**config.mk**
```make
export PLATFORM = sky130hd
export DESIGN_NAME = melody_sequencer
export DESIGN_NICKNAME = d
export VERILOG_FILES = /design/src/rtl/melody_sequencer.sv
export SDC_FILE = /design/constraint.sdc
export NUM_CORES = 1
export LEC_CHECK = 0
export CAP_MARGIN = 0
export CELL_PAD_IN_SITES_DETAIL_PLACEMENT = 0
export CELL_PAD_IN_SITES_GLOBAL_PLACEMENT = 1
export CORE_AREA = 8 8 98 189
export CTS_CLUSTER_DIAMETER = 120
export CTS_CLUSTER_SIZE = 24
export DETAILED_ROUTE_END_ITERATION = 10
export DIE_AREA = 0 0 106 197
export HOLD_SLACK_MARGIN = 0.08
export PLACE_DENSITY_LB_ADDON = 0.1
export SYNTH_ARGS = -nofsm -noshare
export SYNTH_HDL_FRONTEND = slang
export SYNTH_SLANG_ARGS = --single-unit
```
**constraint.sdc**
```tcl
create_clock -name clk -period 2.8 [get_ports clk]
set_clock_uncertainty 0.2 [all_clocks]
set_input_delay 0.28 -clock clk [delete_from_list [all_inputs] [get_ports clk]]
set_output_delay 0.28 -clock clk [all_outputs]
set_load 0.02 [all_outputs]
```
**src/rtl/melody_sequencer.sv**
```systemverilog
// Melody sequencer: steps through a 16-entry note memory, holding each note for dur+1 beats
// followed by a one-beat gap, and drives the 7-segment note decoder inputs.
module melody_sequencer #(
    parameter int unsigned TICK_DIV = 12500000,
    parameter int unsigned SEQ_LEN  = 16
) (
    input  logic       clk,
    input  logic       rst_n,
    input  logic       start,
    input  logic       stop,
    input  logic       pause,
    input  logic       loop,
    input  logic [3:0] last_step,
    input  logic       wr_en,
    input  logic [3:0] wr_addr,
    input  logic [6:0] wr_data,
    output logic       tom,
    output logic [2:0] notas,
    output logic       note_valid,
    output logic [3:0] step,
    output logic       busy,
    output logic       done
);

    localparam int unsigned PW = $clog2(TICK_DIV);
    localparam logic [PW-1:0] TickMax = PW'(TICK_DIV - 1);

    typedef enum logic [1:0] {StIdle, StPlay, StGap, StDone} state_e;

    state_e        state_q, state_d;
    logic [PW-1:0] presc_q, presc_d;
    logic [2:0]    beat_q, beat_d;
    logic [3:0]    step_q, step_d;
    logic [6:0]    mem_q [SEQ_LEN];
    logic [6:0]    mem_d [SEQ_LEN];
    logic [6:0]    cur;
    logic          tick;

    assign cur  = mem_q[step_q];
    assign tick = (presc_q == TickMax);

    // Notes may only be reprogrammed while stopped, so playback never sees a torn entry.
    always_comb begin
        mem_d = mem_q;
        if (wr_en && state_q == StIdle) begin
            mem_d[wr_addr] = wr_data;
        end
    end

    always_comb begin
        state_d = state_q;
        presc_d = presc_q;
        beat_d  = beat_q;
        step_d  = step_q;
        if (stop) begin
            state_d = StIdle;
            step_d  = '0;
            presc_d = '0;
            beat_d  = '0;
        end else begin
            case (state_q)
                StIdle: begin
                    if (start) begin
                        state_d = StPlay;
                        step_d  = '0;
                        presc_d = '0;
                        beat_d  = '0;
                    end
                end
                StPlay: begin
                    if (!pause) begin
                        if (tick) begin
                            presc_d = '0;
                            if (beat_q == cur[2:0]) begin
                                state_d = StGap;
                                beat_d  = '0;
                            end else begin
                                beat_d = beat_q + 3'd1;
                            end
                        end else begin
                            presc_d = presc_q + PW'(1);
                        end
                    end
                end
                StGap: begin
                    if (!pause) begin
                        if (tick) begin
                            presc_d = '0;
                            // last_step and loop are sampled here, so they may change mid-play.
                            if (step_q != last_step) begin
                                step_d  = step_q + 4'd1;
                                state_d = StPlay;
                            end else if (loop) begin
                                step_d  = '0;
                                state_d = StPlay;
                            end else begin
                                state_d = StDone;
                            end
                        end else begin
                            presc_d = presc_q + PW'(1);
                        end
                    end
                end
                StDone:  state_d = StIdle;
                default: state_d = StIdle;
            endcase
        end
    end

    always_ff @(posedge clk or negedge rst_n) begin
        if (!rst_n) begin
            state_q <= StIdle;
            presc_q <= '0;
            beat_q  <= '0;
            step_q  <= '0;
            for (int i = 0; i < SEQ_LEN; i++) begin
                mem_q[i] <= '0;
            end
        end else begin
            state_q <= state_d;
            presc_q <= presc_d;
            beat_q  <= beat_d;
            step_q  <= step_d;
            mem_q   <= mem_d;
        end
    end

    assign note_valid = (state_q == StPlay);
    assign tom        = note_valid ? cur[6] : 1'b0;
    assign notas      = note_valid ? cur[5:3] : 3'b000;
    assign step       = step_q;
    assign busy       = (state_q == StPlay) || (state_q == StGap);
    assign done       = (state_q == StDone);

endmodule

```
==> reports/metrics.csv, run 1 <==
stage;metric;value;unit
run_status;failing checks;setup timing;
synth;share of synthesized registers carrying an async set or reset;100;%
min_path;hold crit path type;in -> async;
synth;cells after synthesis;542;
cts;Reg clk slew, reported paths;60;ps
power;pwr dens;904;mW/mm2
critical_path;crit end category;output pin;
critical_path;R2R setup slack;70;ps
cts;H-tree Lvls;4;
route;Remaining DRCs;0;
die;Initial Utilization;44.1;%
power;Leak;3.57;nW
synth;top cell type by total area after synthesis;dfrtp_1;
cts;Clock Sinks;145;
synth;post-synth top area share;51.1;%
synth;Synth area leaders;dfrtp_1 (51%), mux2_2 (18%), mux4_2 (9.2%);
route;via-per-instance ratio;5.51;
placement;DP Worst Slack;24.8;ps
sta;Final period util;102;%
layout;most frequent cells in the layout;dfrtp_1 (144), mux2_2 (113), nor2_1 (41);
layout;fin cells;825;
critical_path;Worst Path Required;2320;ps
placement;RePlAce Congestion;0.788;
die;IO Pins;33;
synth;synthesized flop and latch total;145;
grt;initial antenna violation count;0;
die;Die Ht;197;um
die;core area;0.0161;mm2
route;Post-DRT Antenna Nets;0;
placement;DP HPWL;11500;um
synth;Yosys warnings;0;
route;WL per Instance;19.8;um
route;via count;4548;
die;Die ar.;0.0209;mm2
synth;register area share after synthesis;51.1;%
critical_path;worst setup path end;tom;
power;VDD IR max;0.000441;V
critical_path;CP Launch Type;flop;
grt;first-pass GRT wire length;27600;um
placement;placed cell count;789;
synth;Netlist cell types;53;
die;row cnt;66;
synth;mapped cell area;0.00710;mm2
die;die width;106;um
layout;Final Util;52.9;%
layout;layout cell share with drive strength beyond 1;36.9;%
cts;Worst-Skew Late Latency;420;ps
layout;number of diodes;0;
sta;Finish-stage setup viols;2;
synth;dominant synthesized flop cell;dfrtp_1;
grt;gr ovfl total;0;
run_status;run status;finished with violations;
critical_path;CP startpoint;step[0];
grt;number of global-route vias before repair;4845;
critical_path;FF-to-FF Start;step[0];
layout;Syn-to-layout area delta;19.8;%
sta;Worst Max-Slew Pin Slew;719;ps
cts;CTS tree;built;
layout;most common cell after layout, fill and taps aside;dfrtp_1;
critical_path;kind of critical path;reg -> out;
job;Max Cap Viol;0;
layout;# nets final;637;
grt;global-route usage over all layers;17.0;%
critical_path;reg2reg path depth;8;
sta;crit path setup slack, layout;-55.6;ps
sta;Max Freq;350;MHz
synth;Avg Cell Area, Syn;13.1;um2
critical_path;crit-path max FO;7;
route;first-pass detailed-route iteration total;4;
synth;syn nets;571;
cts;CTS buffer count;17;
route;initial DRC count;157;
sta;hold_ws;229;ps
sta;max-slew headroom at the worst pin;52.1;%
sta;Final Hold Vio Count;0;
cts;Clk Tree Root Cell;clkbuf_16;
critical_path;Arrival @ worst endpoint;2380;ps
route;wirelength, routed;16300;um
sta;crit path time final;2860;ps
placement;port bufs;32;
cts;clk buf depth;2;
sta;RSZ-0062 raised after global routing;true;
critical_path;FF-to-FF End;beat_q[2];
sta;max-slew violations;0;
grt;pin count of the biggest net entering global routing;73;
synth;EDFF count, synth;0;
## worst max-delay path: stages (launching register included)
cell and delay (ps):
dfrtp_2 430, buf_12 150, buf_12 100, mux4_2 490, mux4_2 490, and2_4 170, buf_6 120
## Yosys cell counts (all sizes together) (5+ instances only)
master,n
dfrtp,145
mux2,113
nor2,42
mux4,32
nand2,30
o21ai,29
clkbuf,17
nand2b,11
xor2,11
a21oi,9
nand3,9
buf,8
mux2i,8
nor3,8
xnor2,8
ha,7
nor4,5
## power breakdown
| group | leakage (nW) | switching, mW | internal (mW) | total, mW |
|---|---|---|---|---|
| Clock | 0.266 | 0.944 | 1.16 | 2.10 |
| Sequential | 1.86 | 0.458 | 2.90 | 3.36 |
| Combinational | 1.44 | 0.912 | 1.33 | 2.24 |
## routing by layer
| layer | vias up | part of all wire (%) | GRT usage [%] |
|---|---|---|---|
| met4 | 0 | 1.6 | 6.82 |
| li1 | 2132 | - | - |
| met2 | 64 | 49 | 26.2 |
| met1 | 2334 | 47 | 23.3 |
| met5 | - | 0 | 0 |
| met3 | 18 | 2.5 | 2.75 |
## area by class of cell
type	count	area, um2
inverters	4	15.0
clock inverters	14	121
fillers	1421	7590
multi-input cells	368	3360
repair buffers	72	699
clock buffers	18	429
well taps	204	255
flip-flops and latches	145	3630
## repair_timing
item	CTS	global route
pin swaps	0	0
setup endpoints to repair	4	8
resized for setup	26	5
hold buffers	1	0
endpoints found under the hold margin	69	0
gates cloned	1	0
buffers inserted	3	0
## sequential cells by signal, summed over array words and instances (netlist names)
name,cells
step,4
beat_q,3
state_q,2
presc_q,24
mem_q,112
## metrics by stage
step	instance area (um2)	power, mW	TNS [ps]
2_1_floorplan	7110	4.81	0
3_3_place_gp	7880	5.55	0
3_5_place_dp	7880	5.58	0
4_1_cts	8520	7.80	-203
5_1_grt	8510	8.17	-456
6_report	8510	7.70	-97.2
## worst min-delay path by stage
stage | startpoint | to | slack (ps) | cells past startpoint
after global placement | rst_n | mem_q[45] | 140 | 1
after detailed placement | rst_n | mem_q[45] | 150 | 1
after global routing | rst_n | mem_q[45] | 300 | 2
final | rst_n | mem_q[45] | 230 | 2
after CTS | rst_n | mem_q[45] | 260 | 2
after floorplan | rst_n | beat_q[0] | -220 | 0
## cells by family (layout without fill, tap and decap cells)
| family | Yosys count | after routing | share of synthesized area, % |
|---|---|---|---|
| xor gates and xnor gates | 19 | 19 | 2.34 |
| AOI/OAI and AO/OA | 54 | 54 | 4.74 |
| buffers and inverters | 29 | 108 | 1.74 |
| muxes | 153 | 153 | 29.3 |
| DFF | 145 | 145 | 51.1 |
| adders and majority gates | 7 | 7 | 1.23 |
| and+or+nand+nor | 135 | 135 | 9.53 |
No activity file was read; power rests on OpenSTA's default activity.
==> run 2, diff against run 1 <==
--- a/config.mk
+++ b/config.mk
@@ -8,11 +8,11 @@
 export CAP_MARGIN = 0
 export CELL_PAD_IN_SITES_DETAIL_PLACEMENT = 0
 export CELL_PAD_IN_SITES_GLOBAL_PLACEMENT = 1
-export CORE_AREA = 8 8 98 189
+export CORE_AREA = 8 8 135 137
 export CTS_CLUSTER_DIAMETER = 120
 export CTS_CLUSTER_SIZE = 24
 export DETAILED_ROUTE_END_ITERATION = 10
-export DIE_AREA = 0 0 106 197
+export DIE_AREA = 0 0 143 145
 export HOLD_SLACK_MARGIN = 0.08
 export PLACE_DENSITY_LB_ADDON = 0.1
 export SYNTH_ARGS = -nofsm -noshare
==> constraint.sdc (replaced) <==
create_clock -name clk -period 2.8 [get_ports clk]
set_clock_uncertainty 0.2 [all_clocks]
set_input_delay 0.28 -clock clk [delete_from_list [all_inputs] [get_ports clk]]
set_output_delay 0.28 -clock clk [all_outputs]
set_load 0.01 [all_outputs]
==> run 2 against run 1 <==
  * The run now ends clean
  * Total power grew 3.0%
  * Highest routed layer unchanged
  * Setup slack gained 68 ps
  * Critical endpoint unchanged
  * Clock-buffer cell count grew 1
  * Sequential share of layout area shrank 1.0 points
==> reports/metrics.csv, run 2 (same netlist as run 1, synthesis figures left out) <==
stage;metric;value;unit;change
sta;max-slew violations;0;;unchanged
critical_path;critical-path cell list;buf_12, buf_12, mux4_2, mux4_2, and2_4, buf_6;;unchanged
die;IO Pins;33;;unchanged
cts;Reg clk slew, reported paths;60;ps;about the same
layout;Multi-input gate area;0.00339;mm2;was 0.00336 mm2
die;row cnt;47;;was 66
critical_path;FF-to-FF End;beat_q[2];;unchanged
sta;Worst Max-Slew Pin Slew;596;ps;was 719 ps
critical_path;crit end category;output pin;;unchanged
die;Die ar.;0.0207;mm2;was 0.0209 mm2
cts;clk buf depth;2;;unchanged
min_path;hold crit path type;in -> async;;unchanged
cts;CTS tree;built;;unchanged
layout;Syn-to-layout area delta;22.8;%;was 19.8%
sta;Max Freq;359;MHz;was 350 MHz
route;Post-DRT Antenna Nets;0;;unchanged
layout;layout cell share with drive strength beyond 1;39.2;%;was 36.9%
placement;DP HPWL;11300;um;was 11500 um
layout;Largest register FFs;112;;unchanged
cts;CTS buffer count;17;;unchanged
placement;port bufs;32;;unchanged
power;VDD IR max;0.000479;V;was 0.000441 V
critical_path;CP peak stage delay;500;ps;was 490 ps
layout;register area;0.00363;mm2;about the same
layout;most frequent cells in the layout;dfrtp_1 (142), mux2_2 (113), nor2_1 (41);;was dfrtp_1 (144), mux2_2 (113), nor2_1 (41)
cts;Clock Sinks;145;;unchanged
sta;Finish-stage setup viols;0;;was 2
route;via-per-instance ratio;5.56;;was 5.51
critical_path;Arrival @ worst endpoint;2310;ps;was 2380 ps
layout;most common cell after layout, fill and taps aside;dfrtp_1;;unchanged
sta;RSZ-0062 raised after global routing;true;;unchanged
critical_path;FF-to-FF Start;step[0];;unchanged
critical_path;CP Launch Type;flop;;unchanged
power;pwr dens;909;mW/mm2;was 904 mW/mm2
grt;global-route usage over all layers;17.5;%;was 17.0%
critical_path;Worst Path Required;2320;ps;about the same
cts;Clk Tree Root Cell;clkbuf_16;;unchanged
layout;largest register by flop count;mem_q;;unchanged
layout;# nets final;643;;was 637
sta;max-slew headroom at the worst pin;60.2;%;was 52.1%
die;Die Ht;145;um;was 197 um
route;wirelength, routed;17300;um;was 16300 um
die;Initial Utilization;43.9;%;was 44.1%
grt;initial antenna violation count;0;;unchanged
critical_path;R2R setup slack;100;ps;was 70 ps
die;core area;0.0162;mm2;was 0.0161 mm2
route;WL per Instance;20.4;um;was 19.8 um
route;Remaining DRCs;0;;unchanged
job;Max Cap Viol;0;;unchanged
placement;placed cell areas;0.00795;mm2;was 0.00788 mm2
route;initial DRC count;230;;was 157
route;first-pass detailed-route iteration total;4;;unchanged
run_status;run status;finished clean;;was finished with violations
sta;crit path time final;2790;ps;was 2860 ps
die;die width;143;um;was 106 um
critical_path;kind of critical path;reg -> out;;unchanged
sta;Final Hold Vio Count;0;;unchanged
layout;number of diodes;0;;unchanged
critical_path;CP max-delay cell;mux4_2;;unchanged
grt;number of global-route vias before repair;4956;;was 4845
grt;gr ovfl total;0;;unchanged
placement;RePlAce Congestion;0.771;;was 0.788
sta;hold_ws;214;ps;was 229 ps
critical_path;crit-path max FO;6;;was 7
cts;Worst-Skew Late Latency;410;ps;was 420 ps
layout;final instance area;0.00872;mm2;was 0.00851 mm2
route;via count;4711;;was 4548
grt;pin count of the biggest net entering global routing;57;;was 73
cts;H-tree Lvls;4;;unchanged
grt;first-pass GRT wire length;27700;um;was 27600 um
layout;Fill cells;1394;;was 1421
power;Leak;3.63;nW;was 3.57 nW
sta;Final period util;99.6;%;was 102%
critical_path;reg2reg path depth;10;;was 8
run 2: cell count changes in the layout (fill, tap and decap cells not counted), sizes merged:
cell / change
buf: +5
bufinv: +3
clkbuf: +2
clkinv: -1
clkinvlp: +1
inv: -4
run 2: timing repair:
| action | CTS | global route |
|---|---|---|
| endpoints found under the hold margin | 53 | 0 |
| hold buffers | 1 | 0 |
| pin swaps | 3 | 4 |
| gates cloned | 1 | 1 |
| setup buffers | 2 | 3 |
| gates resized for setup | 25 | 15 |
| setup endpoints to repair | 4 | 11 |
run 2: final cells by class:
class                   instances  area share (%)
clock buffers                  19            5.08
well taps                     220            3.16
clock inverters                13            1.82
inverters                       4           0.172
flip-flops and latches        145            41.6
repair buffers                 78            9.31
multi-input cells             368            38.8
run 2: layer usage:
layer	routed length (um)	global-route usage [%]
met4	308	6.33
met5	0	0
met1	8160	24.9
met3	906	3.22
met2	7940	26.0
run 2: critical path: cells and delay by family (launching register included):
kind          cells  cell delay, ps
buf+inv           3             350
mux               2             980
flops             1             380
simple gates      1             180
run 2: how the worst max path moves through the flow:
stage / end / from
3_5_place_dp: notas[1] / step[0]
3_3_place_gp: notas[1] / step[0]
2_1_floorplan: notas[0] / step[1]
5_1_grt: tom / step[0]
6_report: tom / step[0]
4_1_cts: notas[1] / step[0]
run 2: power breakdown:
part | switching, mW | total (mW) | internal [mW]
Combinational | 0.922 | 2.30 | 1.37
Clock | 0.891 | 2.32 | 1.43
Sequential | 0.419 | 3.32 | 2.90
run 2: through the flow:
stage / power, mW / worst slack (ps) / instances / utilization, % / TNS (ps)
after floorplan: 4.78 / 51.8 / 542 / - / 0
after global placement: 5.45 / 77.6 / 807 / 49.2 / 0
after detailed placement: 5.54 / 43.4 / 807 / 49.2 / 0
after CTS: 7.95 / -22.8 / 843 / 53.5 / -91.7
after global routing: 8.38 / -56.9 / 847 / 53.9 / -201
final: 7.93 / 12.2 / 847 / 53.9 / 0
